## config.mk

```make
export PLATFORM = sky130hd
export DESIGN_NAME = vga_fetch_ctrl_flat
export DESIGN_NICKNAME = d
export VERILOG_FILES = /design/src/rtl/vga_fetch_ctrl_if.sv /design/src/rtl/vga_fetch_ctrl.sv /design/src/flat_wrapper.sv
export SDC_FILE = /design/constraint.sdc
export NUM_CORES = 1
export LEC_CHECK = 0
export ABC_CLOCK_PERIOD_IN_PS = 4800
export CORE_AREA = 2 2 112 114
export DETAILED_ROUTE_END_ITERATION = 7
export DIE_AREA = 0 0 114 116
export PLACE_DENSITY_LB_ADDON = 0.15
export SYNTH_ARGS = -nofsm -noshare
export SYNTH_HDL_FRONTEND = slang
export SYNTH_SLANG_ARGS = --single-unit
```

## constraint.sdc

```tcl
create_clock -name clk -period 4.8 [get_ports clk]
set_input_delay 0.72 -clock clk [delete_from_list [all_inputs] [get_ports clk]]
set_output_delay 0.72 -clock clk [all_outputs]
set_load 0.05 [all_outputs]
```

## src/rtl/vga_fetch_ctrl_if.sv

```systemverilog
// Signal bundle for vga_fetch_ctrl: frame control, address generator, memory read port and pixel stream.
// FETCH_DBLBUF_EN adds the second frame base input and the buffer-select output.
interface vga_fetch_ctrl_if;
    logic        start;
    logic [31:0] frame_base;
    logic        ga_en;
    logic [9:0]  ga_x;
    logic [9:0]  ga_y;
    logic [31:0] ga_offset;
    logic [31:0] ga_addr;
    logic        mem_req;
    logic [31:0] mem_addr;
    logic        mem_ack;
    logic [7:0]  mem_rdata;
    logic [7:0]  pix_data;
    logic        pix_valid;
    logic        pix_ready;
    logic        busy;
    logic        frame_done;
`ifdef FETCH_DBLBUF_EN
    logic [31:0] frame_base_b;
    logic        buf_sel;
`endif

    modport master (
        input  start, frame_base, ga_addr, mem_ack, mem_rdata, pix_ready,
        output ga_en, ga_x, ga_y, ga_offset, mem_req, mem_addr,
               pix_data, pix_valid, busy, frame_done
`ifdef FETCH_DBLBUF_EN
        , input frame_base_b
        , output buf_sel
`endif
    );

    modport slave (
        output start, frame_base, ga_addr, mem_ack, mem_rdata, pix_ready,
        input  ga_en, ga_x, ga_y, ga_offset, mem_req, mem_addr,
               pix_data, pix_valid, busy, frame_done
`ifdef FETCH_DBLBUF_EN
        , output frame_base_b
        , input buf_sel
`endif
    );
endinterface

```

## src/rtl/vga_fetch_ctrl.sv

```systemverilog
// Raster-order frame fetch controller: walks (x,y), issues one memory read per pixel, buffers pixels in a FIFO.
// Optional FETCH_DBLBUF_EN: alternates the frame offset between frame_base and frame_base_b each frame.
module vga_fetch_ctrl #(
    parameter int H_RES      = 640,
    parameter int V_RES      = 480,
    parameter int FIFO_DEPTH = 4
) (
    input  logic             clk,
    input  logic             rst,
    vga_fetch_ctrl_if.master bus
);
    localparam int PTR_W = $clog2(FIFO_DEPTH);
    localparam int CNT_W = PTR_W + 1;
    localparam logic [9:0]       X_LAST = 10'(H_RES - 1);
    localparam logic [9:0]       Y_LAST = 10'(V_RES - 1);
    localparam logic [CNT_W-1:0] DEPTH  = CNT_W'(FIFO_DEPTH);

    typedef enum logic [1:0] {IDLE, ADDR, REQ, STALL} state_t;

    state_t           r_state;
    state_t           w_next;
    logic [9:0]       r_x;
    logic [9:0]       r_y;
    logic [31:0]      r_offset;
    logic [31:0]      r_mem_addr;
    logic [7:0]       r_fifo [FIFO_DEPTH];
    logic [PTR_W-1:0] r_wr_ptr;
    logic [PTR_W-1:0] r_rd_ptr;
    logic [CNT_W-1:0] r_count;
    logic             r_done;
    logic             w_start;
    logic             w_push;
    logic             w_pop;
    logic             w_last;
    logic             w_inflight;
    logic             w_room;
    logic [31:0]      w_base;

    assign w_start    = (r_state == IDLE) && bus.start;
    assign w_push     = (r_state == REQ) && bus.mem_ack;
    assign w_pop      = (r_count != '0) && bus.pix_ready;
    assign w_last     = (r_x == X_LAST) && (r_y == Y_LAST);
    assign w_inflight = (r_state == REQ);
    // A request is only issued when its pixel is guaranteed a FIFO slot
    assign w_room     = (r_count + CNT_W'(w_inflight)) < DEPTH;

`ifdef FETCH_DBLBUF_EN
    logic r_buf_sel;
    assign w_base      = r_buf_sel ? bus.frame_base_b : bus.frame_base;
    assign bus.buf_sel = r_buf_sel;
`else
    assign w_base      = bus.frame_base;
`endif

    always_ff @(posedge clk) begin
        if (rst) r_state <= IDLE;
        else     r_state <= w_next;
    end

    always_comb begin
        w_next = r_state;
        case (r_state)
            IDLE:    if (bus.start) w_next = ADDR;
            ADDR:    w_next = w_room ? REQ : STALL;
            REQ:     if (bus.mem_ack) w_next = w_last ? IDLE : ADDR;
            STALL:   if (w_room) w_next = ADDR;
            default: w_next = IDLE;
        endcase
    end

    always_ff @(posedge clk) begin
        if (rst) begin
            r_x        <= '0;
            r_y        <= '0;
            r_offset   <= '0;
            r_mem_addr <= '0;
            r_wr_ptr   <= '0;
            r_rd_ptr   <= '0;
            r_count    <= '0;
            r_done     <= 1'b0;
`ifdef FETCH_DBLBUF_EN
            r_buf_sel  <= 1'b0;
`endif
        end else begin
            r_done <= w_push && w_last;
            if (w_start) begin
                r_x      <= '0;
                r_y      <= '0;
                r_offset <= w_base;
            end
            if ((r_state == ADDR) && w_room) r_mem_addr <= bus.ga_addr;
            if (w_push) begin
                // y stays on the last line after the final pixel
                if (r_x == X_LAST) begin
                    r_x <= '0;
                    if (!w_last) r_y <= r_y + 10'd1;
                end else begin
                    r_x <= r_x + 10'd1;
                end
                r_wr_ptr <= r_wr_ptr + PTR_W'(1);
            end
            if (w_pop) r_rd_ptr <= r_rd_ptr + PTR_W'(1);
            if (w_push && !w_pop)      r_count <= r_count + CNT_W'(1);
            else if (!w_push && w_pop) r_count <= r_count - CNT_W'(1);
`ifdef FETCH_DBLBUF_EN
            if (w_push && w_last) r_buf_sel <= ~r_buf_sel;
`endif
        end
    end

    always_ff @(posedge clk) begin
        if (w_push) r_fifo[r_wr_ptr] <= bus.mem_rdata;
    end

    assign bus.ga_en      = (r_state != IDLE);
    assign bus.busy       = (r_state != IDLE);
    assign bus.ga_x       = r_x;
    assign bus.ga_y       = r_y;
    assign bus.ga_offset  = r_offset;
    assign bus.mem_req    = (r_state == REQ);
    assign bus.mem_addr   = r_mem_addr;
    assign bus.pix_data   = r_fifo[r_rd_ptr];
    assign bus.pix_valid  = (r_count != '0);
    assign bus.frame_done = r_done;
endmodule

```

## src/flat_wrapper.sv

```systemverilog
// flat-port wrapper written by rule: the top's interface ports become plain ports
module vga_fetch_ctrl_flat 
#(
    parameter int H_RES      = 640,
    parameter int V_RES      = 480,
    parameter int FIFO_DEPTH = 4
)
  (clk, rst, bus_start, bus_frame_base, bus_ga_addr, bus_mem_ack, bus_mem_rdata, bus_pix_ready, bus_ga_en, bus_ga_x, bus_ga_y, bus_ga_offset, bus_mem_req, bus_mem_addr, bus_pix_data, bus_pix_valid, bus_busy, bus_frame_done);
  vga_fetch_ctrl_if bus_i ();
  input  logic clk;
  input  logic rst;
  input wire logic [$bits(bus_i.start)-1:0] bus_start;
  input wire logic [$bits(bus_i.frame_base)-1:0] bus_frame_base;
  input wire logic [$bits(bus_i.ga_addr)-1:0] bus_ga_addr;
  input wire logic [$bits(bus_i.mem_ack)-1:0] bus_mem_ack;
  input wire logic [$bits(bus_i.mem_rdata)-1:0] bus_mem_rdata;
  input wire logic [$bits(bus_i.pix_ready)-1:0] bus_pix_ready;
  output wire logic [$bits(bus_i.ga_en)-1:0] bus_ga_en;
  output wire logic [$bits(bus_i.ga_x)-1:0] bus_ga_x;
  output wire logic [$bits(bus_i.ga_y)-1:0] bus_ga_y;
  output wire logic [$bits(bus_i.ga_offset)-1:0] bus_ga_offset;
  output wire logic [$bits(bus_i.mem_req)-1:0] bus_mem_req;
  output wire logic [$bits(bus_i.mem_addr)-1:0] bus_mem_addr;
  output wire logic [$bits(bus_i.pix_data)-1:0] bus_pix_data;
  output wire logic [$bits(bus_i.pix_valid)-1:0] bus_pix_valid;
  output wire logic [$bits(bus_i.busy)-1:0] bus_busy;
  output wire logic [$bits(bus_i.frame_done)-1:0] bus_frame_done;
  assign bus_i.start = bus_start;
  assign bus_i.frame_base = bus_frame_base;
  assign bus_i.ga_addr = bus_ga_addr;
  assign bus_i.mem_ack = bus_mem_ack;
  assign bus_i.mem_rdata = bus_mem_rdata;
  assign bus_i.pix_ready = bus_pix_ready;
  assign bus_ga_en = bus_i.ga_en;
  assign bus_ga_x = bus_i.ga_x;
  assign bus_ga_y = bus_i.ga_y;
  assign bus_ga_offset = bus_i.ga_offset;
  assign bus_mem_req = bus_i.mem_req;
  assign bus_mem_addr = bus_i.mem_addr;
  assign bus_pix_data = bus_i.pix_data;
  assign bus_pix_valid = bus_i.pix_valid;
  assign bus_busy = bus_i.busy;
  assign bus_frame_done = bus_i.frame_done;
  vga_fetch_ctrl #(.H_RES(H_RES), .V_RES(V_RES), .FIFO_DEPTH(FIFO_DEPTH)) u_core (.clk(clk), .rst(rst), .bus(bus_i));
endmodule
```

==> impl_metrics.py <==
metrics = {
    "timing": {
        "setup_viol": 0,
        "fin_crit_ps": 3070,
        "maxSlewHeadroom": 0.186,
        "skew_ps": 6.50,
        "tightest_slew_ps": 1220,
        "min_period_over_period": 0.639,
        "setup_slack_ps": 1730,
        "finalSetupTns_ps": 0,
        "clock.fmax_mhz": 326,
        "drv_slew": 0,
        "holdWs_ps": 451,
        "rsz0062_at_grt": "no",
        "hold_violations": 0,
    },
    "die": {
        "io_pins": 174,
        "dieArea_sq_mm": 0.0132,
        "core_sq_mm": 0.0119,
        "fp.dieW_um": 114,
        "start_util": 0.445,
        "num_rows": 40,
        "die_y_um": 116,
    },
    "finish": {
        "fin_util": 0.644,
        "fin_area_sq_mm": 0.00767,
        "mostFrequentLayoutCells": "172 x clkdlybuf4s50_1, 96 x dfxtp_1, 81 x nand2_1, 72 x a21oi_1, 41 x nand3_1",
        "fin_nets": 788,
        "multi_input_area_sq_mm": 0.00217,
        "final_common_cell": "clkdlybuf4s50_1",
        "fill_cells": 993,
        "diodes": 0,
        "syn2layout_area_growth_pct": 44.8,
        "fin_cells": 859,
        "final_layout_size_suffix_gt1_frac": 0.0730,
        "regArea_sq_mm": 0.00288,
    },
    "pwr": {
        "ir_drop_mv": 0.242,
        "pwr_density_cell_mw_per_mm2": 533,
        "power_frac_clock": 0.327,
        "net-switching-power_mw": 1.50,
        "power.total_mw": 4.09,
        "pwr-share-seq": 0.327,
        "intPower_mw": 2.59,
        "combPwrFrac": 0.346,
        "leakage_nw": 2.67,
        "p_sw_frac": 0.366,
    },
    "job": {
        "drv_cap": 0,
    },
    "drt": {
        "vias": 4646,
        "wl_per_cell_um": 16.2,
        "drt-initial-drc-count": 375,
        "finalWirelength_mm": 13.9,
        "firstDrtPassIters": 4,
        "drtAntennaViolNets": 0,
        "drc": 0,
        "viasPerCell": 5.41,
    },
    "global_route": {
        "grt_use_total": 0.208,
        "grt_pass1_wl_mm": 21.6,
        "grt_pass1_vias": 4391,
        "grt_max_degree": 73,
        "globalRouteOverflowTotal": 0,
        "antenna_found_initial": 0,
    },
    "placed_design": {
        "place_ws_ps": 1690,
        "hpwl_mm": 9.17,
        "dpl-instance-area_sq_mm": 0.00705,
        "port_buffers": 173,
        "place.gp.congestion": 0.859,
        "placed_cells": 827,
    },
    "setup_path": {
        "cp.required_ps": 4080,
        "arrival_ps": 2350,
        "cp_slowest_stage_delay_ps": 710,
        "timing.rr.start": "u_core.r_state[0]$_SDFFE_PP0P_",
        "crit_type": "reg2out",
        "cp.buffers_inverters": 1,
        "worstSetupEndpointType": "primary output",
        "r2r-end": "u_core.r_state[0]$_SDFFE_PP0P_",
        "cp_cell_sequence": "mux4_2, clkdlybuf4s50_1",
        "rrSetupSlack_ps": 2110,
        "cp_top_family": "buffers and inverters",
        "start_kind": "register",
        "r2r_cells": 6,
        "cp_slowest_cell": "clkdlybuf4s50_1",
        "cp_max_fo": 8,
    },
    "clock_tree": {
        "cts.path.max_buffers": 2,
        "cts.root.buffer_cell": "clkbuf_16",
        "hold_buffers": 0,
        "htree_levels": 4,
        "clock_sinks": 128,
        "cts_tree": "yes",
        "clock_latency_ps": 410,
        "postCtsResizedCells": 0,
        "numCtsBuffers": 17,
        "clk_pin_slew_ps": 60,
        "post-cts-setup-buffers": 0,
    },
    "synth": {
        "avgSynthCellArea_sq_um": 9.70,
        "synth_cell_types": 51,
        "synthesis.nets": 635,
        "synthesis.instances": 546,
        "synthFlopType": "dfxtp_1",
        "synth_edf_count": 32,
        "synth_area_sq_mm": 0.00530,
        "async_reset_ff_frac": 0,
        "ys_ff_latch": 128,
        "ys_seq_area_frac": 0.544,
        "ys_warn_count": 0,
    },
    "min_path": {
        "min_to": "u_core.bus.ga_offset[17]$_SDFFE_PP0P_",
        "hold_start": "u_core.bus.ga_offset[17]$_SDFFE_PP0P_",
        "worstHoldPathCells": 2,
        "min_path_type": "reg2reg",
    },
    "outcome": {
        "status": "finished clean",
    },
}
==> synthesized netlist by cell type, types with 2 or more instances <==
cell type | number | area, sq um
nor3_1 | 3 | 15.0
o211ai_1 | 8 | 60.1
buf_1 | 3 | 11.3
nor2_1 | 19 | 71.3
dfxtp_1 | 96 | 1920
a31oi_1 | 8 | 50.1
mux2i_1 | 3 | 30.0
buf_6 | 2 | 22.5
nor4_1 | 3 | 18.8
buf_2 | 3 | 15.0
buf_4 | 3 | 22.5
nand4_1 | 10 | 62.6
edfxtp_1 | 32 | 961
and4_4 | 2 | 22.5
mux4_2 | 8 | 180
ha_1 | 11 | 138
or3_1 | 3 | 18.8
inv_1 | 12 | 45.0
a211oi_1 | 3 | 22.5
and3_1 | 6 | 37.5
a22oi_1 | 2 | 15.0
nand3_1 | 41 | 205
clkbuf_1 | 33 | 124
a21oi_1 | 72 | 360
nand4b_1 | 2 | 17.5
or4_1 | 6 | 45.0
nand2_1 | 81 | 304
and4_1 | 2 | 17.5
and2_1 | 2 | 12.5
xor2_1 | 6 | 52.6
o21a_1 | 2 | 15.0
o21ai_0 | 40 | 200
==> registers in the layout (all words and copies together), names as in the netlist, named ones only <==
register	count
u_core.r_state	2
u_core.bus.ga_x	10
u_core.bus.ga_y	10
u_core.r_count	3
u_core.r_rd_ptr	2
u_core.bus.ga_offset	32
u_core.bus.mem_addr	32
u_core.r_fifo	32
u_core.bus.frame_done	1
u_core.r_wr_ptr	2
==> routing by layer <==
metal	global-route usage	up-vias	share of wire
met4	0.0854	0	0.020
met3	0.0706	23	0.063
met2	0.352	138	0.50
met5	0	-	0
li1	-	2265	-
met1	0.243	2220	0.42
==> worst max path at each step <==
| stage | depth (start not counted) | endpoint | start |
|---|---|---|---|
| finish | 2 | bus_pix_data[7] | register |
| global route | 2 | bus_pix_data[7] | register |
| CTS | 2 | bus_pix_data[7] | register |
| detailed placement | 9 | u_core.r_count[2]$_SDFFE_PP0P_ | bus_mem_ack |
| global placement | 9 | u_core.r_count[2]$_SDFFE_PP0P_ | bus_mem_ack |
| floorplan | 9 | u_core.r_count[2]$_SDFFE_PP0P_ | u_core.r_count[2]$_SDFFE_PP0P_ |
==> power groups by stage <==
stage	clock (mW)	combinational (mW)	sequential, mW
after global routing	1.42	1.50	1.36
final	1.34	1.42	1.34
after floorplan	0	0.609	1.70
after detailed placement	0	1.42	1.36
after CTS	1.36	1.42	1.34
after global placement	0	1.39	1.36
==> cell families after synthesis <==
logic type	Yosys count	share of synthesized area
simple gates	186	0.173
compound gates	143	0.149
xor+xnor	9	0.0177
mux	11	0.0397
fa+ha+maj	12	0.0298
flops	128	0.544
buf+inv	57	0.0461
==> worst reg2reg max path: cells and delay by family (launching register included) <==
family | cells | cell delay (ps)
AOI/OAI and AO/OA | 2 | 550
adders and majority gates | 1 | 320
buffers and inverters | 1 | 110
xor gates and xnor gates | 1 | 960
DFF | 1 | 320
and+or+nand+nor | 1 | 340
==> cell type report <==
cell class | count | area share
clock buffers | 18 | 0.0560
clock inverters | 14 | 0.0248
inverters | 13 | 0.00636
multi-input cells | 361 | 0.283
flip-flops and latches | 128 | 0.376
well taps | 147 | 0.0240
repair buffers | 178 | 0.230
Power figures use the tool's default switching activity.
